<file path="config.mk">
export PLATFORM = sky130hd
export DESIGN_NAME = serial_add_ctrl
export DESIGN_NICKNAME = d
export VERILOG_FILES = /design/src/rtl/serial_add_pkg.sv /design/src/rtl/halfadder.sv /design/src/rtl/serial_fa_cell.sv /design/src/rtl/serial_add_ctrl.sv
export SDC_FILE = /design/constraint.sdc
export NUM_CORES = 1
export LEC_CHECK = 0
export BUFFER_PORTS_ARGS = -buffer_cell sky130_fd_sc_hd__buf_2
export CELL_PAD_IN_SITES_DETAIL_PLACEMENT = 1
export CELL_PAD_IN_SITES_GLOBAL_PLACEMENT = 1
export CORE_MARGIN = 1
export CORE_UTILIZATION = 44
export DETAILED_ROUTE_END_ITERATION = 8
export PLACE_DENSITY = 0.8
export SYNTH_ARGS = -nofsm -noshare
export SYNTH_HDL_FRONTEND = slang
export SYNTH_HIERARCHICAL = 1
export SYNTH_SLANG_ARGS = --single-unit
</file>
<file path="constraint.sdc">
create_clock -name clk -period 2 [get_ports clk]
set_input_delay 0.4 -clock clk [delete_from_list [all_inputs] [get_ports clk]]
set_output_delay 0.4 -clock clk [all_outputs]
set_load 0.02 [all_outputs]
</file>
<file path="src/rtl/serial_add_pkg.sv">
// rtl/serial_add_pkg.sv - shared types and constants for the bit-serial adder
package serial_add_pkg;

  localparam int DEFAULT_WIDTH = 8;

  // Encoding 2'd3 is unused and falls back to IDLE in the FSM.
  typedef enum logic [1:0] {
    IDLE = 2'd0,
    RUN  = 2'd1,
    DONE = 2'd2
  } state_t;

endpackage

</file>
<file path="src/rtl/halfadder.sv">
// rtl/halfadder.sv - one-bit half adder
module halfadder (
  input  logic a,
  input  logic b,
  output logic s,
  output logic c
);

  // Sum and carry of two bits.
  always_comb begin
    s = a ^ b;
    c = a & b;
  end

endmodule

</file>
<file path="src/rtl/serial_fa_cell.sv">
// rtl/serial_fa_cell.sv - full-adder cell built from two half adders and an OR
module serial_fa_cell (
  input  logic a,
  input  logic b,
  input  logic cin,
  output logic s,
  output logic cout
);

  logic s1;
  logic carry1;
  logic carry2;

  halfadder u_ha0 (
    .a (a),
    .b (b),
    .s (s1),
    .c (carry1)
  );

  halfadder u_ha1 (
    .a (s1),
    .b (cin),
    .s (s),
    .c (carry2)
  );

  // The two half-adder carries can never both be set, so OR merges them.
  always_comb begin
    cout = carry1 | carry2;
  end

endmodule

</file>
<file path="src/rtl/serial_add_ctrl.sv">
// rtl/serial_add_ctrl.sv - bit-serial adder controller with start/busy/done handshake
module serial_add_ctrl
  import serial_add_pkg::*;
#(
  parameter int WIDTH = DEFAULT_WIDTH
) (
  input  logic             clk,
  input  logic             rst_n,
  input  logic             start,
  input  logic [WIDTH-1:0] a,
  input  logic [WIDTH-1:0] b,
  output logic             busy,
  output logic             done,
  output logic [WIDTH-1:0] sum,
  output logic             carry
);

  // Derived from WIDTH and kept local so it cannot drift from it.
  localparam int CNT_W = $clog2(WIDTH);
  localparam logic [CNT_W-1:0] LAST_BIT = CNT_W'(WIDTH - 1);

  state_t           state;
  state_t           state_nxt;
  logic [WIDTH-1:0] sh_a;
  logic [WIDTH-1:0] sh_b;
  logic [WIDTH-1:0] res_sh;
  logic [CNT_W-1:0] cnt;
  logic             c_reg;
  logic             s_bit;
  logic             c_out;
  logic             load;
  logic             shift;
  logic             finish;

  // One shared full-adder cell fed from the operand LSBs and the carry loop.
  serial_fa_cell u_cell (
    .a    (sh_a[0]),
    .b    (sh_b[0]),
    .cin  (c_reg),
    .s    (s_bit),
    .cout (c_out)
  );

  // State register.
  always_ff @(posedge clk or negedge rst_n) begin
    if (!rst_n) begin
      state <= IDLE;
    end else begin
      state <= state_nxt;
    end
  end

  // Next-state and datapath control decode.
  always_comb begin
    state_nxt = IDLE;
    load      = 1'b0;
    shift     = 1'b0;
    finish    = 1'b0;
    busy      = 1'b0;
    done      = 1'b0;
    case (state)
      IDLE: begin
        if (start) begin
          load      = 1'b1;
          state_nxt = RUN;
        end else begin
          state_nxt = IDLE;
        end
      end
      RUN: begin
        busy  = 1'b1;
        shift = 1'b1;
        if (cnt == LAST_BIT) begin
          finish    = 1'b1;
          state_nxt = DONE;
        end else begin
          state_nxt = RUN;
        end
      end
      DONE: begin
        busy      = 1'b1;
        done      = 1'b1;
        state_nxt = IDLE;
      end
      default: state_nxt = IDLE;
    endcase
  end

  // Operand shifters, bit counter, carry loop and result assembly.
  always_ff @(posedge clk or negedge rst_n) begin
    if (!rst_n) begin
      sh_a   <= '0;
      sh_b   <= '0;
      res_sh <= '0;
      cnt    <= '0;
      c_reg  <= 1'b0;
      sum    <= '0;
      carry  <= 1'b0;
    end else if (load) begin
      sh_a   <= a;
      sh_b   <= b;
      res_sh <= '0;
      cnt    <= '0;
      c_reg  <= 1'b0;
    end else if (shift) begin
      sh_a   <= sh_a >> 1;
      sh_b   <= sh_b >> 1;
      res_sh <= {s_bit, res_sh[WIDTH-1:1]};
      c_reg  <= c_out;
      // Counter stops at the last bit; leaving RUN makes a wrap unreachable.
      if (!finish) begin
        cnt <= cnt + CNT_W'(1);
      end
      if (finish) begin
        sum   <= {s_bit, res_sh[WIDTH-1:1]};
        carry <= c_out;
      end
    end
  end

endmodule

</file>
Yosys cells after proc, flatten, opt, wreduce, memory -nomap -nowiden:

Index checks and enable logic that the tools add are counted.

* bits in registers: 39
* input bits: 19
* word-level logic and storage cells: 45

* add/sub/neg operators: 1
* eq/ne operators: 4
* mux-type cells: 21
* bitwise operators: 6
* reduce and logical (&&, ||, !) cells: 5

Operators with widths (number)
* $mux W8: 6
* $mux W1: 10
* $mux W3: 3
* $pmux W2 S2: 1
* $add A3 B1 Y3 const B: 1
* $eq A3 B3 Y1 const B: 1
* $reduce_and A3 Y1: 1
* $and A1 B1 Y1: 2
* $eq A2 B1 Y1 const B: 1
* $eq A2 B2 Y1 const B: 1
* $logic_not A2 Y1: 1
* $mux W2: 1
* $ne A2 B2 Y1 const B: 1
* $reduce_and A2 Y1: 1
* $reduce_bool A2 Y1: 1
* $reduce_or A2 Y1: 1
* $xor A1 B1 Y1: 2
* $not A1 Y1: 1
* $or A1 B1 Y1: 1

Longest topological paths before layout:

Gate-level depths: netlist of the first run.

* word-level depth: 6
* depth in mapped cells: 7
* depth with buffers taken out: 5

Modules after synthesis:

Netlist of the first run, hierarchy kept.

By module, submodules not included
* serial_add_ctrl: instances 1, cells each 138, area each 1694.1 um2
* halfadder: instances 2, cells each 1, area each 12.5 um2
* serial_fa_cell: instances 1, cells each 1, area each 6.3 um2

Worst setup path after synthesis of the first run:

No wires, ideal clock.

* kind: reg-to-reg
* start: reg cnt[0]
* end: reg carry
* library setup time: 0.125 ns
* arrival time: 1.345 ns
* slack: 0.530 ns
* cell stages (with the launch flop): 6
* path buffers: 0
* period minus slack after synthesis: 1.470 ns
* cell sequence: dfrtp_1 > ha_1 > ha_1 > and2_4 > nand2_4 > mux2_4

* cells in the longest elaborated chain, start to end: 4

RTL lines
* start, declared: line serial_add_ctrl.sv:27 `logic [CNT_W-1:0] cnt;`
* start signal, assigned: line serial_add_ctrl.sv:112 `cnt <= cnt + CNT_W'(1);`
* $eq A3 B3 Y1: line serial_add_ctrl.sv:73 `if (cnt == LAST_BIT) begin`
* $mux W1: line serial_add_ctrl.sv:73
* $mux W1: line serial_add_ctrl.sv:61 `case (state)`
* $reduce_and A3 Y1 (no source line)
* end signal, assigned: line serial_add_ctrl.sv:116 `carry <= c_out;`
* end, declared: line serial_add_ctrl.sv:15 `output logic carry`

Every way passes these cells.
A chain may end at the register's enable or synchronous reset.

Worst setup path after layout of the first run:

* start: reg state[1]
* end: reg cnt[1]

* cells in the longest elaborated chain, start to end: 4

RTL lines
* start, declared: line serial_add_ctrl.sv:22 `state_t state;`
* start signal, assigned: line serial_add_ctrl.sv:49 `state <= state_nxt;`
* $eq A2 B1 Y1 or $logic_not A2 Y1 (tied branches): line serial_add_ctrl.sv:61
* $mux W1: line serial_add_ctrl.sv:61
* $ne A2 B2 Y1 (no source line) or $reduce_bool A2 Y1 (tied branches)
* $reduce_and A2 Y1 (no source line)

Several ways; a longest one is shown, not always the timed one.

==> results of run 1 <==
cell families after synthesis:
kind of cell / after synthesis / synth area share (%)
and+or+nand+nor: 35 / 9.21
buffers and inverters: 10 / 2.97
DFF: 38 / 55.1
AOI/OAI and AO/OA: 16 / 4.64
muxes: 33 / 21.8
xor gates and xnor gates: 1 / 0.508
adders and majority gates: 8 / 5.80
how the worst min path moves through the flow:
stage | to | slack, ns | depth (start not counted)
after global routing | sum[2]$_DFFE_PN0P_ | 0.26 | 1
after CTS | res_sh[4]$_DFFE_PN0P_ | 0.24 | 1
after floorplan | c_reg$_DFFE_PN0P_ | 0.10 | 0
after detailed placement | sum[3]$_DFFE_PN0P_ | 0.49 | 1
final | sum[4]$_DFFE_PN0P_ | 0.20 | 1
after global placement | sum[3]$_DFFE_PN0P_ | 0.49 | 1
cells in the final DEF (no fill, tap or decap), types with 2 or more instances in the layout:
cell,instances
clkbuf_8,5
o21ai_0,16
dfrtp_1,38
nand2_1,16
mux2i_1,24
buf_4,3
inv_1,2
buf_2,29
mux2_4,9
nor2_1,11
clkinv_2,2
ha_1,8
nand2b_1,4
where the power goes:
part           switching (mW)  total (mW)  internal, mW
clock network           0.292       0.659         0.367
registers               0.221        1.33          1.11
logic                   0.695        1.31         0.613
total                    1.21        3.30          2.09
critical path, delay by kind of cell, from the launching register on:
kind | cells | cell delay [ns]
DFF | 1 | 0.39
buffers and inverters | 2 | 0.41
and+or+nand+nor | 2 | 0.27
muxes | 1 | 0.21
adders and majority gates | 1 | 0.22
Yosys cell counts (all sizes together):
library cell	n
xor2	1
nor2	11
buf	5
mux2i	24
and2	2
inv	2
nand2b	4
ha	8
clkbuf	3
mux2	9
dfrtp	38
nand2	17
or2	1
o21ai	16
area by class of cell:
class | instances | area, sq um
flip-flops and latches | 38 | 951
repair buffers | 32 | 168
clock inverters | 3 | 40.0
well taps | 48 | 60.1
inverters | 2 | 7.51
multi-input cells | 93 | 723
clock buffers | 5 | 68.8
fillers | 410 | 1700
metal layers:
metal / routed length, microns / vias to the layer above / global-route usage [%]
li1: - / 535 / -
met4: 66 / 0 / 8.33
met1: 1420 / 574 / 24.1
met5: 0 / - / 0
met3: 114 / 8 / 5.81
met2: 1920 / 19 / 35.1
==> metrics, run 1 <==
status finished clean; Via Count 1,136; 1st-pass router iterations 4; initial antenna violation count 0; clock skew 0.00481 ns; CTS tree built; Final setup viols 0; clk root buf clkbuf_8; Detailed Route WL 3520 microns; finished layout cell area slightly above 2000 sq um; Core ar. around 3700 sq um; die area 4180 sq um; Routed WL per cell between 15 and 20 microns; Starting Density 46.4%; Max H-tree Level 2; Hold/Removal Path Class in -> async; first-pass GRT wire length 6240 microns; Area contributors post-synth dfrtp_1, mux2i_1, mux2_4, ha_1, o21ai_0; R2R Path End cnt[1]$_DFFE_PN0P_; Avg Vias per Cell 5.14; Min Hold Slack 0.198 ns; cells along the critical path inv_1 > ha_1 > buf_4 > nand2b_1 > mux2i_1 > nor2_1; Max Freq 0.618 GHz; post-synth top area share between 50% and 60%; I/O Pins 30; # rows 22; # diodes 0; Area growth, synth to finish 17.0%; GR Util All Layers 20.5%; Final Hold Viols 0; Total Power 3.30 mW; Mapped Nets 168; ratio of cells with drive above 1 in the final layout 29.5%; largest registers sh_a x8, sh_b x8, sum x8; Synth Register Bits 38; number of global-route vias before repair approximately 1,300; number of routed nets with antenna violations 0; placed insts between 200 and 250; Reg clk slew, reported paths 0.08 ns; Crit Path Max Fanout 16; Die Y 64.6 microns; total CTS buffers 5; DR iter-0 viols 73; largest net degree at the start of global routing 45; placed cell area 1910 sq um; Slew HR 43.8%; Resize count post-CTS 0; Hold Buf Count CTS 0; RSZ-0062 raised after global routing false; max_cap viols 0; startpoint types flip-flop; Syn Std Cell Area 1730 sq um; Setup Crit Path Kind reg -> reg; die span in x around 65 microns; synth warn 6; Synth area leader dfrtp_1; peak supply drop 0.615 mV; CP peak stage delay 0.39 ns; CTS max path bufs 2; GP Congestion roughly 0.69; DRC viols 0; Gate Count Post-Synth ~140; P per Cell Area 1630 nW/um^2; Non-Filler Instances roughly 220; CTS Sinks 38; CP Capture Type flip-flop; post-layout util 54.3%; CP required 2.17 ns; Crit-path slowest cell dfrtp_1; Synth cell types 17; TNS Setup 0 ns; reg2reg start state[1]$_DFF_PN0_; worst setup path startpoint state[1]$_DFF_PN0_; crit path DAT 1.79 ns; Final WS setup 0.382 ns; Tmin final 1.62 ns; sequential area share after synthesis 55.1%; r2r setup slk 0.38 ns; Mapped Avg Cell Area 12.2 sq um; Worst-Margin Slew roughly 0.84 ns; Final Max Tran Viols 0; Layout Nets 199; worst reg-to-reg path cell count 6; period utilization between 80% and 90%; CP Capture Point cnt[1]$_DFFE_PN0P_; PortBufs 29; DP HPWL 2370 microns; GR Overflow Total 0; Leak Pwr 1.09 nW; DP Worst Slack 0.389 ns; worst skew pair latency ~0.30 ns; postcts setup bufs 0
No activity file was read; power rests on OpenSTA's default activity.
==> run 2: changes to the inputs <==
Settings changed: CORE_UTILIZATION 44 to 39, PLACE_DENSITY 0.8 to 0.76.
Clock period 2 ns to 1.4 ns, I/O delays scaled along.
==> metrics, run 2 (synthesis gave the netlist of run 1 again) <==
status finished, violations left; failing checks negative setup slack; crit path DAT 1.65 ns; DR iter-0 viols 73; Detailed Route WL 3740 microns; CP peak stage delay 0.42 ns; peak supply drop approximately 0.82 mV; Final Max Tran Viols 0; Hold/Removal Path Class in -> async; Crit Path Max Fanout 5; clk root buf clkbuf_8; Layout Nets 207; Crit-path slowest cell dfrtp_1; number of routed nets with antenna violations 0; cells along the critical path inv_2 > ha_4 > and2_4 > nand2_8 > mux2_4; CTS tree built; CP required about 1.6 ns; RSZ-0062 raised after global routing true; largest net degree at the start of global routing 39; DP HPWL 2390 microns; Final setup viols 10; Area growth, synth to finish 26.2%; Via Count 1,133; Die Y 68.5 microns; DP Worst Slack -0.0776 ns; initial antenna violation count 0; # rows 23; # diodes 0; PortBufs 29; total CTS buffers 5; Core ar. 4120 sq um; period utilization 105%; Final Hold Viols 0; Reg clk slew, reported paths 0.08 ns; Hold Buf Count CTS 0; Worst-Margin Slew roughly 0.49 ns; number of global-route vias before repair about 1,200; GR Overflow Total 0; CTS Sinks 38; Final WS setup -0.0749 ns; P per Cell Area 2290 nW/um^2; first-pass GRT wire length 6110 microns; Routed WL per cell 16.2 microns; commonest non-fill, non-tap cells in the layout dfrtp_1, buf_2, mux2i_1, nand2_1, o21ai_0; Leak Pwr 1.12 nW; clock skew around 0.0064 ns; Avg Vias per Cell 4.90; Starting Density 41.9%; I/O Pins 30; Slew HR 67.4%; commonest non-fill, non-tap cell in the layout dfrtp_1; die span in x 68.5 microns; CP Capture Type flip-flop; die area about 4700 sq um; DRC viols 0; Tmin final 1.47 ns; largest registers sh_a x8, sh_b x8, sum x8; post-layout util 52.9%; GR Util All Layers a little under a fifth; Setup Crit Path Kind reg -> reg; Max Freq 0.678 GHz; startpoint types flip-flop; CTS max path bufs 2; number of fill cells in the layout 440; GP Congestion 0.692; Max H-tree Level 2; worst skew pair latency 0.29 ns; 1st-pass router iterations 4; max_cap viols 0; ratio of cells with drive above 1 in the final layout about two fifths
## run 2: cell types whose count changed in the layout (fill, tap and decap cells not counted), sizes merged
cell	before	now
buf	32	39
bufinv	1	0
clkbuf	5	7
clkinv	2	1
nand2	17	18
## run 2: final cells by class
class	instances	area, sq um	share of cell area (%)
timing repair buffer	39	258	11.8
sequential	38	952	43.7
inverter	2	7.51	0.345
tap	50	62.6	2.87
clock buffer	7	86.3	3.97
multi-input combinational	94	806	37.0
clock inverter	1	5.00	0.230
## run 2: power breakdown
| group | total [mW] | internal (mW) | leakage, nW | switching (mW) |
|---|---|---|---|---|
| Combinational | 2.29 | 1.15 | 0.595 | 1.14 |
| Sequential | 1.90 | 1.58 | 0.474 | 0.314 |
| Clock | 0.788 | 0.398 | 0.0482 | 0.390 |
## run 2: critical path, delay by kind of cell, from the launching register on
family                   cells  cell delay, ns
adder cells (fa/ha/maj)      1            0.19
buffers and inverters        1            0.13
flip-flops                   1            0.42
multiplexers                 1            0.31
AND/OR/NAND/NOR              2            0.32
## run 2: worst paths after layout
path | slack [ns] | depth (start not counted) | to | startpoint
setup reg to reg | -0.07 | 5 | sum[0]$_DFFE_PN0P_ | state[1]$_DFF_PN0_
min in group clk | 0.19 | 3 | sh_a[4]$_DFFE_PN0P_ | a[4]
hold / removal | 0.03 | 2 | sum[4]$_DFFE_PN0P_ | rst_n
setup / recovery | -0.07 | 5 | sum[0]$_DFFE_PN0P_ | state[1]$_DFF_PN0_
hold reg to reg | 0.51 | 1 | sum[2]$_DFFE_PN0P_ | sum[2]$_DFFE_PN0P_
max in group asynchronous | 0.99 | 2 | state[0]$_DFF_PN0_ | rst_n
## run 2: metrics by stage
step                instance area [sq um]  setup TNS (ns)  instances  power [mW]  hold WS (ns)
finish                               2180          -0.618        231        4.98        0.0349
CTS                                  2140          -0.581        230        4.89        0.0449
global placement                     1970          -0.142        219        3.73         0.348
floorplan                            1750               0        141        3.31       -0.0156
global route                         2180           -1.17        231        5.36        0.0728
detailed placement                   1970          -0.808        219        3.91         0.361
## run 2: repair_timing
action	4_1_cts	5_1_grt
pin swaps	4	2
cloned	1	0
resized for setup	9	10
setup buffers	2	1
endpoints found under the setup margin	25	28
## run 2: per-layer routing
layer | vias to the layer above | track usage (%) | share of wire [%]
met5 | - | 0 | 0
met4 | 0 | 7.03 | 1.2
met3 | 4 | 5.59 | 3.3
met2 | 23 | 31.3 | 51
met1 | 555 | 23.3 | 44
li1 | 551 | - | -
==> run 3: changes to the inputs <==
Settings changed: SKIP_CTS_REPAIR_TIMING set to 1.
==> metrics, run 3 (synthesis gave the netlist of run 1 again) <==
Post-Route M1 WL 1700 microns; Final WS setup -0.0651 ns; CP peak stage delay approximately 0.4 ns; number of global-route vias before repair 1,211; startpoint types flip-flop; Tmin final 1.47 ns; power share of the clock group 16.0%; Crit-path slowest cell dfrtp_1; GR Overflow Total 0; Switching Fraction 36.7%; 1st-pass router iterations 4; period utilization 105%; status finished, violations left; DRC viols 0; CTS max path bufs 2; Final setup viols 11; clk root buf clkbuf_8; Area growth, synth to finish 24.1%; Max H-tree Level 2; Worst-Margin Slew 0.495 ns; Reg clk slew, reported paths 0.08 ns; # diodes 0; GP Congestion a little under 0.7; Crit Path Max Fanout 2; combinational power share 45.2%; PortBufs 29; # rows 23; GR Util All Layers 18.1%; die span in x 68.5 microns; Hold/Removal Path Class in -> async; worst skew pair latency about 0.29 ns; Final Hold Viols 0; CP bufs+invs 0; clock skew ~0.0062 ns; Min Hold Slack between 0.03 and 0.04 ns; CTS tree built; die area 4690 sq um; largest registers sh_a x8, sh_b x8, sum x8; ratio of cells with drive above 1 in the final layout 36.8%; DP HPWL 2390 microns; Detailed Route WL 3670 microns; CTS Sinks 38; Slew HR 67.0%; Sequential Power Share 38.9%; commonest non-fill, non-tap cells in the layout dfrtp_1, buf_2, mux2i_1, nand2_1, o21ai_0; Total Power 4.86 mW; total CTS buffers 5; internal power 3.08 mW; Layout Nets between 200 and 250; Switch Pwr 1.78 mW; Met2 Wirelength about 1800 microns; peak supply drop between 0.8 and 0.9 mV; crit path DAT 1.64 ns; max_cap viols 0; cells along the critical path ha_1 > ha_2 > or2_4 > mux2_4; Die Y ~69 microns; Core ar. 4120 sq um; Starting Density a little over two fifths; P per Cell Area around 2300 nW/um^2; initial antenna violation count 0; Setup Crit Path Kind reg -> reg; number of fill cells in the layout 440; Leak Pwr 1.12 nW; Final Max Tran Viols 0; commonest non-fill, non-tap cell in the layout dfrtp_1; uppermost routed layer met4; largest net degree at the start of global routing 39; DR iter-0 viols 61; number of routed nets with antenna violations 0; register area 951 sq um; CP Capture Type flip-flop; Max Freq slightly below 0.7 GHz; metal3 WL 113 microns; CP required 1.57 ns; delay-heaviest family, CP adder cells; first-pass GRT wire length 5860 microns; RSZ-0062 raised after global routing true; Via Count around 1,100; failing checks negative setup slack; Routed WL per cell between 15 and 20 microns; I/O Pins 30; area of the multi-input gates 769 sq um; Avg Vias per Cell 4.89
-- run 3: power groups by stage --
stage               logic [mW]  registers, mW  clock network (mW)
finish                    2.20           1.89               0.777
global route              2.45           1.95               0.854
CTS                       2.03           1.88               0.803
detailed placement        2.01           1.90                   0
global placement          1.88           1.86                   0
floorplan                 1.33           1.98                   0
-- run 3: final timing paths --
check                               startpoint                   to  slack (ns)  cells after the start
max in group asynchronous                rst_n  sh_b[5]$_DFFE_PN0P_        1.02                      2
hold / removal                           rst_n   sum[4]$_DFFE_PN0P_        0.04                      2
setup reg to reg           sh_a[0]$_DFFE_PN0P_    carry$_DFFE_PN0P_       -0.07                      4
setup / recovery           sh_a[0]$_DFFE_PN0P_    carry$_DFFE_PN0P_       -0.07                      4
min in group clk                          a[4]  sh_a[4]$_DFFE_PN0P_        0.19                      3
hold reg to reg             sum[2]$_DFFE_PN0P_   sum[2]$_DFFE_PN0P_        0.51                      1
-- run 3: per-layer routing --
layer	GRT usage [%]	up-vias
met5	0	-
met4	7.03	0
met3	5.59	4
met2	29.4	21
met1	22.3	558
li1	-	551
-- run 3: metrics by stage --
stage	worst slack [ns]	instances	TNS, ns	utilization, %	cell area [sq um]
2_1_floorplan	0.00950	141	0	-	1750
3_3_place_gp	-0.0160	219	-0.142	47.9	1970
3_5_place_dp	-0.0776	219	-0.808	47.9	1970
4_1_cts	-0.100	227	-1.37	50.1	2060
5_1_grt	-0.121	232	-1.72	52.1	2140
6_report	-0.0651	232	-0.591	52.1	2140
-- run 3: cell type report --
class	count	share of cell area (%)
inverters	2	0.350
clock buffers	7	4.03
well taps	50	2.92
flip-flops and latches	38	44.4
multi-input cells	94	35.9
repair buffers	40	12.1
clock inverters	1	0.234
